--- src/rtl/mul_issue_ctrl_pkg.sv ---
// Shared types and sizing for the pipelined-multiplier issue/completion scheduler.
// One slot per cycle of multiplier latency, each tagged with its destination register.
package mul_issue_ctrl_pkg;

    localparam int unsigned XLEN            = 32;
    localparam int unsigned RA_W            = 5;
    localparam int unsigned MUL_LATENCY_DEF = 5;

    typedef struct packed {
        logic            v;
        logic [RA_W-1:0] rd;
    } mul_slot_t;

    // True when an in-flight slot will write the (non-zero) register r.
    function automatic logic slot_match(input mul_slot_t s, input logic [RA_W-1:0] r);
        return s.v && (s.rd == r) && (r != '0);
    endfunction

endpackage

--- src/rtl/mul_issue_ctrl_if.sv ---
// EX-stage <-> MUL issue controller signal bundle.
// master = EX pipeline / multiplier side, slave = the controller.
interface mul_issue_ctrl_if;
    import mul_issue_ctrl_pkg::*;

    logic            issue_valid;
    logic            issue_is_mul;
    logic            issue_writes_rd;
    logic [RA_W-1:0] issue_rd;
    logic            issue_uses_rs1;
    logic [RA_W-1:0] issue_rs1;
    logic            issue_uses_rs2;
    logic [RA_W-1:0] issue_rs2;
    logic            flush;
    logic [XLEN-1:0] alu_result;
    logic            mul_valid_out;
    logic [XLEN-1:0] mul_result;

    logic            mul_start;
    logic            stall_ex;
    logic            result_valid;
    logic            result_from_mul;
    logic [RA_W-1:0] result_rd;
    logic [XLEN-1:0] result_data;
    logic            busy;
    logic            seq_error;

    modport master (
        output issue_valid, issue_is_mul, issue_writes_rd, issue_rd,
               issue_uses_rs1, issue_rs1, issue_uses_rs2, issue_rs2,
               flush, alu_result, mul_valid_out, mul_result,
        input  mul_start, stall_ex, result_valid, result_from_mul,
               result_rd, result_data, busy, seq_error
    );

    modport slave (
        input  issue_valid, issue_is_mul, issue_writes_rd, issue_rd,
               issue_uses_rs1, issue_rs1, issue_uses_rs2, issue_rs2,
               flush, alu_result, mul_valid_out, mul_result,
        output mul_start, stall_ex, result_valid, result_from_mul,
               result_rd, result_data, busy, seq_error
    );

endinterface

--- src/rtl/mul_issue_ctrl_slot_tracker.sv ---
// Latency-deep shift register of in-flight MUL destinations with hazard comparators.
// slot[0] is the MUL completing this cycle; it is never reported as a hazard (WB bypass covers it).
module mul_issue_ctrl_slot_tracker
    import mul_issue_ctrl_pkg::*;
#(
    parameter int unsigned MUL_LATENCY = MUL_LATENCY_DEF
) (
    input  logic                   clock,
    input  logic                   reset,
    input  logic                   push_v,
    input  logic [RA_W-1:0]        push_rd,
    input  logic [RA_W-1:0]        rs1,
    input  logic [RA_W-1:0]        rs2,
    input  logic [RA_W-1:0]        rd,
    output mul_slot_t              slot0,
    output logic [MUL_LATENCY-2:0] later,
    output logic [MUL_LATENCY-1:0] hit_rs1,
    output logic [MUL_LATENCY-1:0] hit_rs2,
    output logic [MUL_LATENCY-1:0] hit_rd,
    output logic                   busy
);

    mul_slot_t slot_q [MUL_LATENCY];

    // Advance one slot per cycle; newly accepted MUL enters at the far end.
    always_ff @(posedge clock) begin
        if (reset) begin
            for (int unsigned k = 0; k < MUL_LATENCY; k++) begin
                slot_q[k] <= '0;
            end
        end else begin
            for (int unsigned k = 0; k < MUL_LATENCY - 1; k++) begin
                slot_q[k] <= slot_q[k+1];
            end
            slot_q[MUL_LATENCY-1] <= mul_slot_t'{v: push_v, rd: push_rd};
        end
    end

    always_comb begin
        hit_rs1 = '0;
        hit_rs2 = '0;
        hit_rd  = '0;
        later   = '0;
        busy    = slot_q[0].v;
        for (int unsigned k = 1; k < MUL_LATENCY; k++) begin
            hit_rs1[k]  = slot_match(slot_q[k], rs1);
            hit_rs2[k]  = slot_match(slot_q[k], rs2);
            hit_rd[k]   = slot_match(slot_q[k], rd);
            later[k-1]  = slot_q[k].v;
            busy        = busy | slot_q[k].v;
        end
    end

    assign slot0 = slot_q[0];

endmodule

--- src/rtl/mul_issue_ctrl.sv ---
// Issue/completion scheduler for the fixed-latency pipelined multiplier in EX.
// Stalls EX on RAW/WAW against in-flight MULs and arbitrates the EX->MEM result slot.
module mul_issue_ctrl
    import mul_issue_ctrl_pkg::*;
#(
    parameter int unsigned MUL_LATENCY = MUL_LATENCY_DEF
) (
    input logic          clock,
    input logic          reset,
    mul_issue_ctrl_if.slave bus
);

    localparam int unsigned GHOST_W = MUL_LATENCY - 1;

    mul_slot_t              slot0;
    logic [GHOST_W-1:0]     later;
    logic [MUL_LATENCY-1:0] hit_rs1;
    logic [MUL_LATENCY-1:0] hit_rs2;
    logic [MUL_LATENCY-1:0] hit_rd;
    logic                   busy;

    logic live;
    logic raw;
    logic waw;
    logic structural;
    logic stall;
    logic accept;
    logic accept_mul;
    logic mismatch;

    logic               seq_error_q;
    logic [GHOST_W-1:0] ghost_q;

    mul_issue_ctrl_slot_tracker #(
        .MUL_LATENCY (MUL_LATENCY)
    ) u_tracker (
        .clock   (clock),
        .reset   (reset),
        .push_v  (accept_mul),
        .push_rd (bus.issue_rd),
        .rs1     (bus.issue_rs1),
        .rs2     (bus.issue_rs2),
        .rd      (bus.issue_rd),
        .slot0   (slot0),
        .later   (later),
        .hit_rs1 (hit_rs1),
        .hit_rs2 (hit_rs2),
        .hit_rd  (hit_rd),
        .busy    (busy)
    );

    // Hazard detection; a MUL never needs the result slot now, so it is exempt from the structural stall.
    always_comb begin
        live       = bus.issue_valid & ~bus.flush;
        raw        = (bus.issue_uses_rs1 & (|hit_rs1)) | (bus.issue_uses_rs2 & (|hit_rs2));
        waw        = bus.issue_writes_rd & (|hit_rd);
        structural = ~bus.issue_is_mul & slot0.v;
        stall      = live & (raw | waw | structural);
        accept     = live & ~stall;
        accept_mul = accept & bus.issue_is_mul;
    end

    // Result slot: completing MUL wins, then an accepted ALU op, else a bubble.
    always_comb begin
        bus.result_valid    = 1'b0;
        bus.result_from_mul = 1'b0;
        bus.result_rd       = '0;
        bus.result_data     = '0;
        if (slot0.v) begin
            bus.result_valid    = 1'b1;
            bus.result_from_mul = 1'b1;
            bus.result_rd       = slot0.rd;
            bus.result_data     = bus.mul_result;
        end else if (accept & ~bus.issue_is_mul) begin
            bus.result_valid    = 1'b1;
            bus.result_rd       = bus.issue_rd;
            bus.result_data     = bus.alu_result;
        end
    end

    assign bus.mul_start = accept_mul;
    assign bus.stall_ex  = stall;
    assign bus.busy      = busy;
    assign bus.seq_error = seq_error_q;

    // Strobes belonging to MULs discarded by a reset are expected; ghost_q[0] marks such a cycle.
    assign mismatch = (bus.mul_valid_out != slot0.v)
                    && !(bus.mul_valid_out && !slot0.v && ghost_q[0]);

    always_ff @(posedge clock) begin
        if (reset) begin
            seq_error_q <= 1'b0;
            ghost_q     <= (ghost_q >> 1) | later;
        end else begin
            ghost_q <= ghost_q >> 1;
            if (mismatch) begin
                seq_error_q <= 1'b1;
            end
        end
    end

endmodule
--- src/flat_wrapper.sv ---
// flat-port wrapper written by rule: the top's interface ports become plain ports
module mul_issue_ctrl_flat import mul_issue_ctrl_pkg::*;
#(
    parameter int unsigned MUL_LATENCY = MUL_LATENCY_DEF
)
  (clock, reset, bus_issue_valid, bus_issue_is_mul, bus_issue_writes_rd, bus_issue_rd, bus_issue_uses_rs1, bus_issue_rs1, bus_issue_uses_rs2, bus_issue_rs2, bus_flush, bus_alu_result, bus_mul_valid_out, bus_mul_result, bus_mul_start, bus_stall_ex, bus_result_valid, bus_result_from_mul, bus_result_rd, bus_result_data, bus_busy, bus_seq_error);
  mul_issue_ctrl_if bus_i ();
  input logic clock;
  input logic reset;
  input wire logic [$bits(bus_i.issue_valid)-1:0] bus_issue_valid;
  input wire logic [$bits(bus_i.issue_is_mul)-1:0] bus_issue_is_mul;
  input wire logic [$bits(bus_i.issue_writes_rd)-1:0] bus_issue_writes_rd;
  input wire logic [$bits(bus_i.issue_rd)-1:0] bus_issue_rd;
  input wire logic [$bits(bus_i.issue_uses_rs1)-1:0] bus_issue_uses_rs1;
  input wire logic [$bits(bus_i.issue_rs1)-1:0] bus_issue_rs1;
  input wire logic [$bits(bus_i.issue_uses_rs2)-1:0] bus_issue_uses_rs2;
  input wire logic [$bits(bus_i.issue_rs2)-1:0] bus_issue_rs2;
  input wire logic [$bits(bus_i.flush)-1:0] bus_flush;
  input wire logic [$bits(bus_i.alu_result)-1:0] bus_alu_result;
  input wire logic [$bits(bus_i.mul_valid_out)-1:0] bus_mul_valid_out;
  input wire logic [$bits(bus_i.mul_result)-1:0] bus_mul_result;
  output wire logic [$bits(bus_i.mul_start)-1:0] bus_mul_start;
  output wire logic [$bits(bus_i.stall_ex)-1:0] bus_stall_ex;
  output wire logic [$bits(bus_i.result_valid)-1:0] bus_result_valid;
  output wire logic [$bits(bus_i.result_from_mul)-1:0] bus_result_from_mul;
  output wire logic [$bits(bus_i.result_rd)-1:0] bus_result_rd;
  output wire logic [$bits(bus_i.result_data)-1:0] bus_result_data;
  output wire logic [$bits(bus_i.busy)-1:0] bus_busy;
  output wire logic [$bits(bus_i.seq_error)-1:0] bus_seq_error;
  assign bus_i.issue_valid = bus_issue_valid;
  assign bus_i.issue_is_mul = bus_issue_is_mul;
  assign bus_i.issue_writes_rd = bus_issue_writes_rd;
  assign bus_i.issue_rd = bus_issue_rd;
  assign bus_i.issue_uses_rs1 = bus_issue_uses_rs1;
  assign bus_i.issue_rs1 = bus_issue_rs1;
  assign bus_i.issue_uses_rs2 = bus_issue_uses_rs2;
  assign bus_i.issue_rs2 = bus_issue_rs2;
  assign bus_i.flush = bus_flush;
  assign bus_i.alu_result = bus_alu_result;
  assign bus_i.mul_valid_out = bus_mul_valid_out;
  assign bus_i.mul_result = bus_mul_result;
  assign bus_mul_start = bus_i.mul_start;
  assign bus_stall_ex = bus_i.stall_ex;
  assign bus_result_valid = bus_i.result_valid;
  assign bus_result_from_mul = bus_i.result_from_mul;
  assign bus_result_rd = bus_i.result_rd;
  assign bus_result_data = bus_i.result_data;
  assign bus_busy = bus_i.busy;
  assign bus_seq_error = bus_i.seq_error;
  mul_issue_ctrl #(.MUL_LATENCY(MUL_LATENCY)) u_core (.clock(clock), .reset(reset), .bus(bus_i));
endmodule
--- config.mk ---
export PLATFORM = sky130hd
export DESIGN_NAME = mul_issue_ctrl_flat
export DESIGN_NICKNAME = d
export VERILOG_FILES = /design/src/rtl/mul_issue_ctrl_pkg.sv /design/src/rtl/mul_issue_ctrl_if.sv /design/src/rtl/mul_issue_ctrl_slot_tracker.sv /design/src/rtl/mul_issue_ctrl.sv /design/src/flat_wrapper.sv
export SDC_FILE = /design/constraint.sdc
export NUM_CORES = 1
export LEC_CHECK = 0
export ABC_AREA = 1
export CORE_MARGIN = 2
export CORE_UTILIZATION = 37
export CTS_CLUSTER_DIAMETER = 50
export CTS_CLUSTER_SIZE = 8
export DETAILED_ROUTE_END_ITERATION = 8
export PLACE_DENSITY = 0.78
export SETUP_SLACK_MARGIN = 0.3
export SLEW_MARGIN = 20
export SYNTH_ARGS = -nofsm -noshare
export SYNTH_HDL_FRONTEND = slang
export SYNTH_SLANG_ARGS = --single-unit
--- constraint.sdc ---
create_clock -name clock -period 1.54 [get_ports clock]
set_input_delay 0.154 -clock clock [delete_from_list [all_inputs] [get_ports clock]]
set_output_delay 0.154 -clock clock [all_outputs]
set_load 0.01 [all_outputs]
==> results.md <==
- Flops & latches, synth: 35
- Unrepaired setup endpoints after global routing: yes
- Initial antenna violation count: 0
- Worst setup EP type: output pin
- Routing usage on met3: 7.917%
- Worst Skew: 5.272 ps
- Die width: 87.61 um
- Violated checks: setup timing
- Slowest cell on crit path: dfxtp_2
- First-pass GRT wire length: 17060 um
- Outcome: complete, but fails checks
- Yosys warnings: 0
- IO Port Bufs: 130
- GP Congestion: 0.9645
- Crit path max fanout: 6
- Slew HR: 73.14%
- Crit-path max cell delay: 330 ps
- Post-placement cell count: 737
- Endpoint, Worst Hold: u_core.u_tracker.slot_q[0][25]
- TritonCTS clock tree: done
- Nets: 761
- Die area: 0.007675 mm^2
- Share of cells above drive strength 1: 30.86%
- I/O pin count: 131
- Post-DP HPWL: 8378 um
- # rows: 30
- Hold path startpoint: bus_issue_rd[1]
- Crit path DAT: 2230 ps
- Post-Syn Nets: 569
- Cells after synthesis: 481
- Fill count: 572
- GRT met1 Usage: 31.80%
- Slew @ Worst Pin: 402.8 ps
- DR DRC count: 0
- Clk buf depth: 2
- R2R depth: 14
- Setup violators final: 41
- Worst slack, placed: -1213 ps
- Unique cell type count in the Yosys netlist: 19
- CTS root buf: clkbuf_8
- Initial Util: 38.07%
- Clk Latency, worst-skew pair: 290 ps
- Crit-path most repeated cell: nand2_1
- Gr usage total: 28.53%
- Area growth, synth to finish: 87.37%
- WS Path Type: register to output pin
- Crit-path cells: inv_4, buf_4, nand2_1, nand2_1, nor2_2, nand3_1, nand2_1, o21ai_1, nand2_1, nor2_4, buf_6, buf_6, buf_16, nand4_1, nand2_2, buf_6
- Reg2reg end: u_core.u_tracker.slot_q[0][29]
- H-tree lvl count: 2
- DR vias/cell: 5.030
- DR vias: 3873
- Maximum vdd drop: 442.0 uV
- Worst reg2reg path startpoint: u_core.u_tracker.slot_q[0][12]
- Synth Cell Area: 0.002586 mm^2
- Final setup margin: -845.4 ps
- Min cycle time layout: 2385 ps
- Period utilisation layout: 154.9%
- Total grt overflow: 0
- Fmax: 0.4192 GHz
- Largest net degree at the start of global routing: 40
- TritonCTS Buffers: 5
- Drt total wl: 11860 um
- # clock sinks: 35
- Core area: 0.006794 mm^2
- Hold-critical path depth: 3
- Met2 usage: 50.96%
- Worst Setup SP: u_core.u_tracker.slot_q[0][12]
- Post-synthesis sequential area ratio: 27.09%
- DR iter-0 viols: 199
- Startpoint Class: register
- Hold_ws: 382.3 ps
- Global routing's busiest layer: met2
- CP required: 1390 ps
- Worst min path class: primary input to register
- MaxCap Viol Count: 0
- Fin Setup TNS: -30180 ps
- Leak: 2.488 nW
- CTS clk-pin slew, worst paths: 70 ps
- Hold Violations, Final: 0
- Wire per inst: 15.40 um
- Routed Antenna Nets: 0
- Slew Viols, Final: 0
- # diodes: 0
- Post-layout util: 71.33%
- TritonRoute pass-1 iters: 5
- Final Instance Count excl. Fillers: 770
- Die outline height: 87.61 um
- Vias in the first global route: 3546
- P per Cell Area: 527.2 mW/mm^2
- Flop-to-flop setup slack: -240 ps
- Mean Syn Cell Area: 5.377 um^2
## where the power goes
| part | switching (mW) | internal, mW | leakage, nW |
|---|---|---|---|
| sequential | 0.0329 | 0.920 | 0.298 |
| clock | 0.348 | 0.524 | 0.0612 |
| combinational | 0.340 | 0.390 | 2.13 |
| total | 0.721 | 1.83 | 2.49 |
## per-stage QoR
| stage | instance area [um^2] | total power, mW |
|---|---|---|
| after floorplan | 2618 | 1.228 |
| after global placement | 4340 | 1.679 |
| after global routing | 4846 | 2.669 |
| after detailed placement | 4340 | 1.683 |
| after CTS | 4618 | 2.522 |
| final | 4846 | 2.555 |
## registers in the layout, summed over array words and instances (netlist names)
register / flops
u_core.ghost_q: 4
u_core.bus.seq_error: 1
u_core.u_tracker.slot_q: 30
## cell usage in the layout (no fill, tap or decap), types with 4 or more instances in the layout
cell / synthesis / layout
inv_1: 25 / 13
o21bai_1: 6 / 5
nand3_1: 13 / 12
clkbuf_8: 0 / 6
inv_2: 19 / 21
o21ai_1: 12 / 11
dfxtp_1: 35 / 12
buf_4: 0 / 59
dlygate4sd2_1: 0 / 15
clkdlybuf4s15_2: 0 / 10
dfxtp_4: 0 / 11
dfxtp_2: 0 / 12
clkdlybuf4s50_1: 0 / 72
o21ai_0: 10 / 6
nand4_1: 40 / 40
nand2_2: 0 / 9
buf_2: 5 / 26
nor2_2: 1 / 7
buf_16: 0 / 4
nand2_1: 209 / 200
o21ai_2: 0 / 5
nor2_1: 80 / 73
inv_4: 0 / 10
buf_6: 2 / 15
## routing by layer
| layer | vias up | wire length, um | share of wire (%) |
|---|---|---|---|
| li1 | 1912 | - | - |
| met1 | 1751 | 4320 | 36 |
| met2 | 178 | 6013 | 51 |
| met3 | 32 | 1148 | 9.7 |
| met4 | 0 | 378 | 3.2 |
| met5 | - | 0 | 0 |
## area by class of cell
| class | count | area [um^2] | share of cell area (%) |
|---|---|---|---|
| clock buffers | 6 | 82.58 | 1.704 |
| clock inverters | 2 | 35.03 | 0.7230 |
| inverters | 45 | 193.9 | 4.002 |
| multi-input cells | 379 | 1715 | 35.40 |
| flip-flops and latches | 35 | 757.0 | 15.62 |
| well taps | 96 | 120.1 | 2.479 |
| repair buffers | 207 | 1942 | 40.07 |
## what timing repair did
action                                  CTS  global route
endpoints found under the setup margin   44            43
gates cloned                              5             2
hold buffers                              0             0
pin swaps                                18            28
resized for setup                       215            43
buffers inserted                          7            11
## worst max path at each step
stage                          endpoint  depth (start not counted)
global placement     bus_result_data[5]                         14
finish               bus_result_data[5]                         16
CTS                  bus_result_data[4]                         16
floorplan           bus_result_data[21]                         13
detailed placement     bus_result_rd[3]                         12
global route         bus_result_data[5]                         15
## logic make-up (layout without fill, tap and decap cells)
kind of cell / Yosys count / in the layout / share of synthesized area [%]
buf+inv: 67 / 260 / 10.55
xor+xnor: 3 / 3 / 1.016
compound gates: 30 / 30 / 6.386
flops: 35 / 35 / 27.09
simple gates: 346 / 346 / 54.96
## worst max-delay path, delay by kind of cell (launching register included)
family                 cells  cell delay, ps
buffers and inverters      6             670
DFF                        1             330
and+or+nand+nor            9             820
AOI/OAI and AO/OA          1             120
## cell usage after synthesis
| master | instances | area [um^2] |
|---|---|---|
| nor2_1 | 80 | 300.3 |
| nor2_2 | 1 | 6.260 |
| o21bai_1 | 6 | 45.04 |
| clkinv_1 | 1 | 3.750 |
| buf_2 | 5 | 25.02 |
| clkbuf_1 | 13 | 48.80 |
| o21ai_1 | 12 | 60.06 |
| a21oi_1 | 2 | 10.01 |
| xor2_1 | 3 | 26.28 |
| o21ai_0 | 10 | 50.05 |
| inv_1 | 25 | 93.84 |
| inv_2 | 19 | 71.32 |
| dfxtp_1 | 35 | 700.7 |
| nor3_1 | 3 | 15.01 |
| buf_6 | 2 | 22.52 |
| nand2_1 | 209 | 784.5 |
| buf_1 | 2 | 7.510 |
| nand4_1 | 40 | 250.2 |
| nand3_1 | 13 | 65.06 |
No activity file was read; power rests on OpenSTA's default activity.
